$ cat src/rtl/mips_multicycle_control.sv
// Multi-cycle MIPS main control FSM: sequences fetch/decode/execute/memory/writeback
// with a memory ready handshake. Optional memory-timeout fault guarded by MC_TIMEOUT_EN.
module mips_multicycle_control #(
    parameter int OPCODE_W    = 6,
    parameter int CNT_W       = 32,
    parameter int MEM_TIMEOUT = 16
) (
    input  logic                clk,
    input  logic                rst,
    input  logic [OPCODE_W-1:0] opcode,
    input  logic                mem_ready,
    output logic                pcWrite,
    output logic                pcWriteCond,
    output logic                iorD,
    output logic                memRead,
    output logic                memWrite,
    output logic                irWrite,
    output logic                memToReg,
    output logic                regDst,
    output logic                regWrite,
    output logic                aluSrcA,
    output logic [1:0]          aluSrcB,
    output logic [1:0]          aluOp,
    output logic [1:0]          pcSource,
    output logic                illegal,
    output logic                fault,
    output logic [CNT_W-1:0]    retired,
    output logic [3:0]          state
);

    typedef enum logic [3:0] {
        IDLE   = 4'd0,
        FETCH  = 4'd1,
        DECODE = 4'd2,
        MEMADR = 4'd3,
        MEMRD  = 4'd4,
        MEMWB  = 4'd5,
        MEMWR  = 4'd6,
        EXEC   = 4'd7,
        ALUWB  = 4'd8,
        BRANCH = 4'd9,
        JUMP   = 4'd10,
        ADDIEX = 4'd11,
        ADDIWB = 4'd12,
        FAULT  = 4'd13
    } stateT;

    localparam logic [OPCODE_W-1:0] OP_R    = OPCODE_W'(6'h00);
    localparam logic [OPCODE_W-1:0] OP_LW   = OPCODE_W'(6'h23);
    localparam logic [OPCODE_W-1:0] OP_SW   = OPCODE_W'(6'h2B);
    localparam logic [OPCODE_W-1:0] OP_BEQ  = OPCODE_W'(6'h04);
    localparam logic [OPCODE_W-1:0] OP_J    = OPCODE_W'(6'h02);
    localparam logic [OPCODE_W-1:0] OP_ADDI = OPCODE_W'(6'h08);

    stateT curState, nextState;
    logic  retireEvt;
    logic  memWait;

    assign state = curState;

    always_ff @(posedge clk or negedge rst) begin
        if (!rst) begin
            curState <= IDLE;
            retired  <= '0;
        end else begin
            curState <= nextState;
            if (retireEvt)
                retired <= retired + 1'b1;
        end
    end

`ifdef MC_TIMEOUT_EN
    localparam int WAIT_W = $clog2(MEM_TIMEOUT + 1);

    logic [WAIT_W-1:0] waitCnt;
    logic              timedOut;

    assign timedOut = memWait && (waitCnt == WAIT_W'(MEM_TIMEOUT - 1));

    // Counts consecutive stalled cycles; any state change restarts the count.
    always_ff @(posedge clk or negedge rst) begin
        if (!rst)
            waitCnt <= '0;
        else if (memWait && nextState == curState)
            waitCnt <= waitCnt + 1'b1;
        else
            waitCnt <= '0;
    end

    assign fault = (curState == FAULT);
`else
    logic timedOut;
    logic unusedTimeoutParam;

    assign timedOut           = 1'b0;
    assign unusedTimeoutParam = ^MEM_TIMEOUT;
    assign fault              = 1'b0;
`endif

    assign memWait = (curState == FETCH || curState == MEMRD || curState == MEMWR) && !mem_ready;

    always_comb begin
        nextState   = curState;
        retireEvt   = 1'b0;
        pcWrite     = 1'b0;
        pcWriteCond = 1'b0;
        iorD        = 1'b0;
        memRead     = 1'b0;
        memWrite    = 1'b0;
        irWrite     = 1'b0;
        memToReg    = 1'b0;
        regDst      = 1'b0;
        regWrite    = 1'b0;
        aluSrcA     = 1'b0;
        aluSrcB     = 2'b00;
        aluOp       = 2'b00;
        pcSource    = 2'b00;
        illegal     = 1'b0;

        unique case (curState)
            IDLE: nextState = FETCH;
            FETCH: begin
                memRead = 1'b1;
                aluSrcB = 2'b01;
                if (mem_ready) begin
                    irWrite   = 1'b1;
                    pcWrite   = 1'b1;
                    nextState = DECODE;
                end else if (timedOut) begin
                    nextState = FAULT;
                end
            end
            DECODE: begin
                aluSrcB = 2'b11;
                if (opcode == OP_R)
                    nextState = EXEC;
                else if (opcode == OP_LW || opcode == OP_SW)
                    nextState = MEMADR;
                else if (opcode == OP_BEQ)
                    nextState = BRANCH;
                else if (opcode == OP_J)
                    nextState = JUMP;
                else if (opcode == OP_ADDI)
                    nextState = ADDIEX;
                else begin
                    illegal   = 1'b1;
                    nextState = FETCH;
                end
            end
            MEMADR: begin
                aluSrcA   = 1'b1;
                aluSrcB   = 2'b10;
                nextState = (opcode == OP_LW) ? MEMRD : MEMWR;
            end
            MEMRD: begin
                iorD    = 1'b1;
                memRead = 1'b1;
                if (mem_ready)
                    nextState = MEMWB;
                else if (timedOut)
                    nextState = FAULT;
            end
            MEMWB: begin
                memToReg  = 1'b1;
                regWrite  = 1'b1;
                nextState = FETCH;
                retireEvt = 1'b1;
            end
            MEMWR: begin
                iorD     = 1'b1;
                memWrite = 1'b1;
                if (mem_ready) begin
                    nextState = FETCH;
                    retireEvt = 1'b1;
                end else if (timedOut) begin
                    nextState = FAULT;
                end
            end
            EXEC: begin
                aluSrcA   = 1'b1;
                aluOp     = 2'b10;
                nextState = ALUWB;
            end
            ALUWB: begin
                regDst    = 1'b1;
                regWrite  = 1'b1;
                nextState = FETCH;
                retireEvt = 1'b1;
            end
            BRANCH: begin
                aluSrcA     = 1'b1;
                aluOp       = 2'b01;
                pcWriteCond = 1'b1;
                pcSource    = 2'b01;
                nextState   = FETCH;
                retireEvt   = 1'b1;
            end
            JUMP: begin
                pcWrite   = 1'b1;
                pcSource  = 2'b10;
                nextState = FETCH;
                retireEvt = 1'b1;
            end
            ADDIEX: begin
                aluSrcA   = 1'b1;
                aluSrcB   = 2'b10;
                nextState = ADDIWB;
            end
            ADDIWB: begin
                regWrite  = 1'b1;
                nextState = FETCH;
                retireEvt = 1'b1;
            end
            // Only reset leaves FAULT; fault itself is decoded from the state.
            FAULT: nextState = FAULT;
            default: nextState = IDLE;
        endcase
    end

endmodule

$ cat config.mk
export PLATFORM = sky130hd
export DESIGN_NAME = mips_multicycle_control
export DESIGN_NICKNAME = d
export VERILOG_FILES = /design/src/rtl/mips_multicycle_control.sv
export SDC_FILE = /design/constraint.sdc
export NUM_CORES = 1
export LEC_CHECK = 0
export ABC_AREA = 0
export BUFFER_PORTS_ARGS = -buffer_cell sky130_fd_sc_hd__buf_4
export CORE_MARGIN = 1.5
export CORE_UTILIZATION = 45
export DETAILED_ROUTE_END_ITERATION = 10
export PLACE_DENSITY = 0.69
export SLEW_MARGIN = 20
export SYNTH_ARGS = -nofsm -noshare
export SYNTH_HDL_FRONTEND = slang
export SYNTH_SLANG_ARGS = --single-unit
$ cat constraint.sdc
create_clock -name clk -period 3.3 [get_ports clk]
set_clock_uncertainty 0.2 [all_clocks]
set_input_delay 0.33 -clock clk [delete_from_list [all_inputs] [get_ports clk]]
set_output_delay 0.33 -clock clk [all_outputs]
set_load 0.01 [all_outputs]
; ---- Yosys cells after proc, flatten, opt, wreduce, memory -nomap -nowiden
; Cells that the tools add are included.
[word_totals]
regBits = 36
in_bits = 9
out_inout_bits = 54
wordCells = 66
[op_classes]
n_addsub = 1
n_eq_ne = 21
muxes = 31
n_reduce_logical = 11
[op_table]
columns = op, count
row1 = case mux 4 bit (9 select lines), 1
row2 = "adder 32 x 1 -> 32 bit, second input constant", 1
row3 = 2-to-1 mux 4 bit, 8
row4 = "equality test 4 bit, second input constant", 6
row5 = "equality test 4 x 3 -> 1 bit, second input constant", 4
row6 = 2-to-1 mux 1 bit, 16
row7 = "equality test 6 bit, second input constant", 2
row8 = "equality test 4 x 2 -> 1 bit, second input constant", 2
row9 = case mux 2 bit (2 select lines), 2
row10 = "equality test 6 x 2 -> 1 bit, second input constant", 1
row11 = "equality test 6 x 3 -> 1 bit, second input constant", 1
row12 = "equality test 6 x 4 -> 1 bit, second input constant", 1
row13 = zero test 6 bit, 1
row14 = "!= test 2 bit, second input constant", 3
row15 = case mux 2 bit (3 select lines), 1
row16 = OR reduction 2 bit, 3
row17 = OR reduction 6 bit, 1
row18 = OR reduction 5 bit, 1
row19 = "equality test 4 x 1 -> 1 bit, second input constant", 1
row20 = zero test 4 bit, 1
row21 = case mux 1 bit (2 select lines), 2
row22 = OR reduction 4 bit, 1
row23 = AND reduction 3 bit, 1
row24 = OR reduction 3 bit, 1
row25 = 2 further kinds, 2

; ---- Logic depth before layout (Yosys ltp)
[depth]
ltp_word = 7
depth_mapped = 7
ltp_nobuf = 5

; ---- Worst setup path after synthesis
; No wires, ideal clock.
[synth_timing]
path_kind = reg2reg
from = reg curState[1] (netlist: state[1])
to = reg curState[1] (netlist: state[1])
setup_time_ps = 123
arrival_time_ps = 1540
required_ps = 2977
path_slack_ps = 1437
path_stages_with_launch = 6
path_buffers = 0
synth_period_minus_slack_ps = 1863
path_cell_list = dfrtp_1 > inv_2 > or4_1 > a32oi_1 > a31oi_1 > o221a_1
[synth_between]
elab_chain_len = 3
word_cells_on_any_way = 20
cone_classes = eq/ne: 16 / mux: 1 / reduce/logical: 3
[synth_rtl]
columns = element, line
row1 = from (decl), 55  ; stateT curState, nextState;
row2 = from (signal assigned), 66  ; curState <= nextState;
row3 = equality test 4 bit (tied with other cells), 120  ; unique case (curState)
row4 = OR reduction 6 bit (no line) / != test 2 bit (equally long branches), --
row5 = case mux 4 bit (9 select lines) / AND reduction 3 bit (equally long branches), --
; Parallel ways exist; a longest one is shown, timed or not.
; A chain may end at the register's enable or synchronous reset.

; ---- Worst setup path after layout
[layout_timing]
from = reg curState[1] (netlist: state[1])
to = reg retired[31]
[layout_between]
elab_chain_len = 3
word_cells_on_any_way = 8
cone_classes = eq/ne: 6 / mux: 1 / reduce/logical: 1
[layout_rtl]
columns = element, line
row1 = equality test 4 bit / equality test 4 x 3 -> 1 bit (equally long branches), 120
row2 = OR reduction 5 bit (no line), --
row3 = case mux 1 bit (2 select lines) (*), 120
row4 = to (signal assigned), 68  ; retired <= retired + 1'b1;
row5 = to (decl), 27  ; output logic [CNT_W-1:0] retired,
; Mark *: on every way between the ends. The rest lies on a longest branch, timed or not.

==> impl_metrics.env <==
export IMPL_worst_slew_pin_slew_ns=0.579
export IMPL_dr_pass1_iters=6
export IMPL_worstHoldPathCells=3
export IMPL_gp_congestion=0.776
export IMPL_p_leak_nw=1.21
export IMPL_nets=272
export IMPL_slowest_stage="dfrtp_1"
export IMPL_stdcell_count=314
export IMPL_netlist_instances=206
export IMPL_clkTransAtPathRegs_ns=0.06
export IMPL_regToRegEndpoint="retired[31]"
export IMPL_drc=0
export IMPL_hold_viol_final=0
export IMPL_ys_top_cells_by_count="36 x dfrtp_1, 31 x xnor2_1, 15 x nand2_1, 15 x nand3_1, 14 x nor2_1"
export IMPL_outcome="completed"
export IMPL_cp_end_kind="register"
export IMPL_synth_cell_types=49
export IMPL_syn_cell_area_um2=2030
export IMPL_fin_util_pct=58.6
export IMPL_setup_ws_ns=1.04
export IMPL_multi_input_area_um2=1010
export IMPL_areaGrowthSynthToFinish_pct=25.7
export IMPL_min_period_ns=2.26
export IMPL_dp_final_hpwl_um=3030
export IMPL_setup_viol=0
export IMPL_drt_iter0_drc=130
export IMPL_rows=24
export IMPL_gr_total_overflow=0
export IMPL_finalWirelength_um=4200
export IMPL_yosysTopAreaCellShare_pct=44.4
export IMPL_core_um2=4350
export IMPL_regArea_um2=901
export IMPL_p_per_area_nw_per_um2=584
export IMPL_worstHoldStart="opcode[3]"
export IMPL_fin_hold_ws_ns=0.177
export IMPL_grt_max_degree=37
export IMPL_crit_type="reg -> reg"
export IMPL_wl_per_cell_um=13.4
export IMPL_syn_avg_cell_area_um2=9.85
export IMPL_synthArstFlopShare_pct=100
export IMPL_synth_warnings=0
export IMPL_setup_worst_path_start_class="register"
export IMPL_post_dp_cell_area_um2=2440
export IMPL_die_height_um=70.2
export IMPL_ff2ff_path_depth=5
export IMPL_yosysSeqAreaShare_pct=44.4
export IMPL_drive_above_1_share_pct=30.2
export IMPL_cts_max_path_buffers=2
export IMPL_final_max_slew_viol_count=0
export IMPL_netlist_top_cells_area="dfrtp_1 44%, xnor2_1 13%, nand4_1 4.0%"
export IMPL_synth_ff_type="dfrtp_1"
export IMPL_ios=63
export IMPL_cts_root_buf="clkbuf_8"
export IMPL_cts_sinks=36
export IMPL_hold_path_class="in -> reg"
export IMPL_num_antenna_cells=0
export IMPL_antenna_found_initial=0
export IMPL_h_tree_depth=2
export IMPL_synth_most_common_cell="dfrtp_1"
export IMPL_start_util_pct=46.6
export IMPL_finalCritPeriodShare_pct=68.4
export IMPL_total_power_mw=1.49
export IMPL_synth_seq_cells=36
export IMPL_dpl_cell_count=306
export IMPL_synth_top_area_cell="dfrtp_1"
export IMPL_ff2ff_setup_slack_ns=1.04
export IMPL_syn_nets=216
export IMPL_cp_arrival_ns=2.22
export IMPL_final_area_um2=2550
export IMPL_cts_tree="done"
export IMPL_ir_drop_mv=0.302
export IMPL_max_clock_freq_ghz=0.443
export IMPL_grt_pass1_wl_um=7200
export IMPL_vias=1682
export IMPL_slew_headroom_pct=61.4
export IMPL_cap_violations=0
export IMPL_fill_cells=399
export IMPL_die_w_um=70.2
export IMPL_track_usage_pct=18.1
export IMPL_cts_buffers=5
export IMPL_pre_cts_ws_ns=1.02
export IMPL_crit_fanout=16
export IMPL_grt_pass1_vias=1566
export IMPL_cp_required_ns=3.27
export IMPL_hold_end="state[3]"
export IMPL_clkLatencyLatePin_ns=0.28
export IMPL_rsz0062_at_grt="no"
export IMPL_die_area_um2=4920
export IMPL_synth_edff_count=0
export IMPL_tns_ns=0
export IMPL_timing_rr_start="state[1]"
export IMPL_drtAntennaViolNets=0
export IMPL_via_per_inst=5.36
export IMPL_place_port_buffers=61
export IMPL_cpPeakStageDelay_ns=0.54
export IMPL_crit_chain="nand2b_2 > a21oi_2 > o21a_1 > nand4_1 > xnor2_1"
==> worst max path at each step <==
stage,startpoint,endpoint,slack (ns),cells after the start
2_1_floorplan,state[1],state[1],1.44,5
3_3_place_gp,state[1],retired[31],1.11,5
3_5_place_dp,state[1],retired[11],1.02,5
4_1_cts,state[1],retired[11],1.02,5
5_1_grt,state[1],retired[27],0.85,5
6_report,state[1],retired[31],1.04,5
==> power by group <==
group	internal (mW)	total [mW]	switching, mW
clock network	0.186	0.329	0.143
logic	0.278	0.554	0.276
registers	0.491	0.608	0.117
==> flip-flops by register name (all words and copies together), names as in the netlist <==
signal / flops
retired: 32
state: 4
==> cells by family (layout without fill, tap and decap cells) <==
logic type	after synthesis	in the layout	share of synthesized area, %
adder cells (fa/ha/maj)	1	1	0.616
multiplexers	2	2	1.05
AO/OA/AOI/OAI	29	29	9.56
flip-flops	36	36	44.4
other	1	1	0.185
buffers and inverters	17	73	6.04
AND/OR/NAND/NOR	88	88	24.4
XOR/XNOR	32	32	13.8
==> timing repair <==
item | CTS | global route
gates resized for setup | 0 | 0
hold buffers | 1 | 0
buffers inserted | 0 | 0
endpoints found under the hold margin | 36 | 0
==> cells in the final DEF (no fill, tap or decap), types with 4 or more instances in the layout <==
cell type | synthesis | routed
nand3_1 | 15 | 15
nor3_1 | 6 | 6
and3_1 | 10 | 10
clkbuf_8 | 1 | 7
a21oi_1 | 4 | 4
nand2_1 | 15 | 15
xnor2_1 | 31 | 31
buf_4 | 6 | 61
o21ai_0 | 5 | 5
dfrtp_1 | 36 | 36
nor2_1 | 14 | 14
nand4_1 | 13 | 13
o21ai_1 | 4 | 4
==> critical path, delay by kind of cell (launching register included) <==
family	cells	cell delay (ns)
AOI/OAI and AO/OA	2	0.74
DFF	1	0.54
and+or+nand+nor	2	0.50
xor gates and xnor gates	1	0.16
==> final cells by class <==
| cell class | count | area share [%] |
|---|---|---|
| inverters | 4 | 0.589 |
| flip-flops and latches | 36 | 35.3 |
| repair buffers | 62 | 18.3 |
| well taps | 52 | 2.55 |
| clock buffers | 7 | 3.78 |
| multi-input cells | 153 | 39.4 |
==> routing by layer <==
layer  vias up  GRT usage (%)  part of all wire [%]
met5         -              0                     0
li1        828              -                     -
met2        56           29.4                    46
met3         5           4.91                   7.2
met4         0           4.49                   1.1
met1       793           24.0                    45
Power figures use the tool's default switching activity.
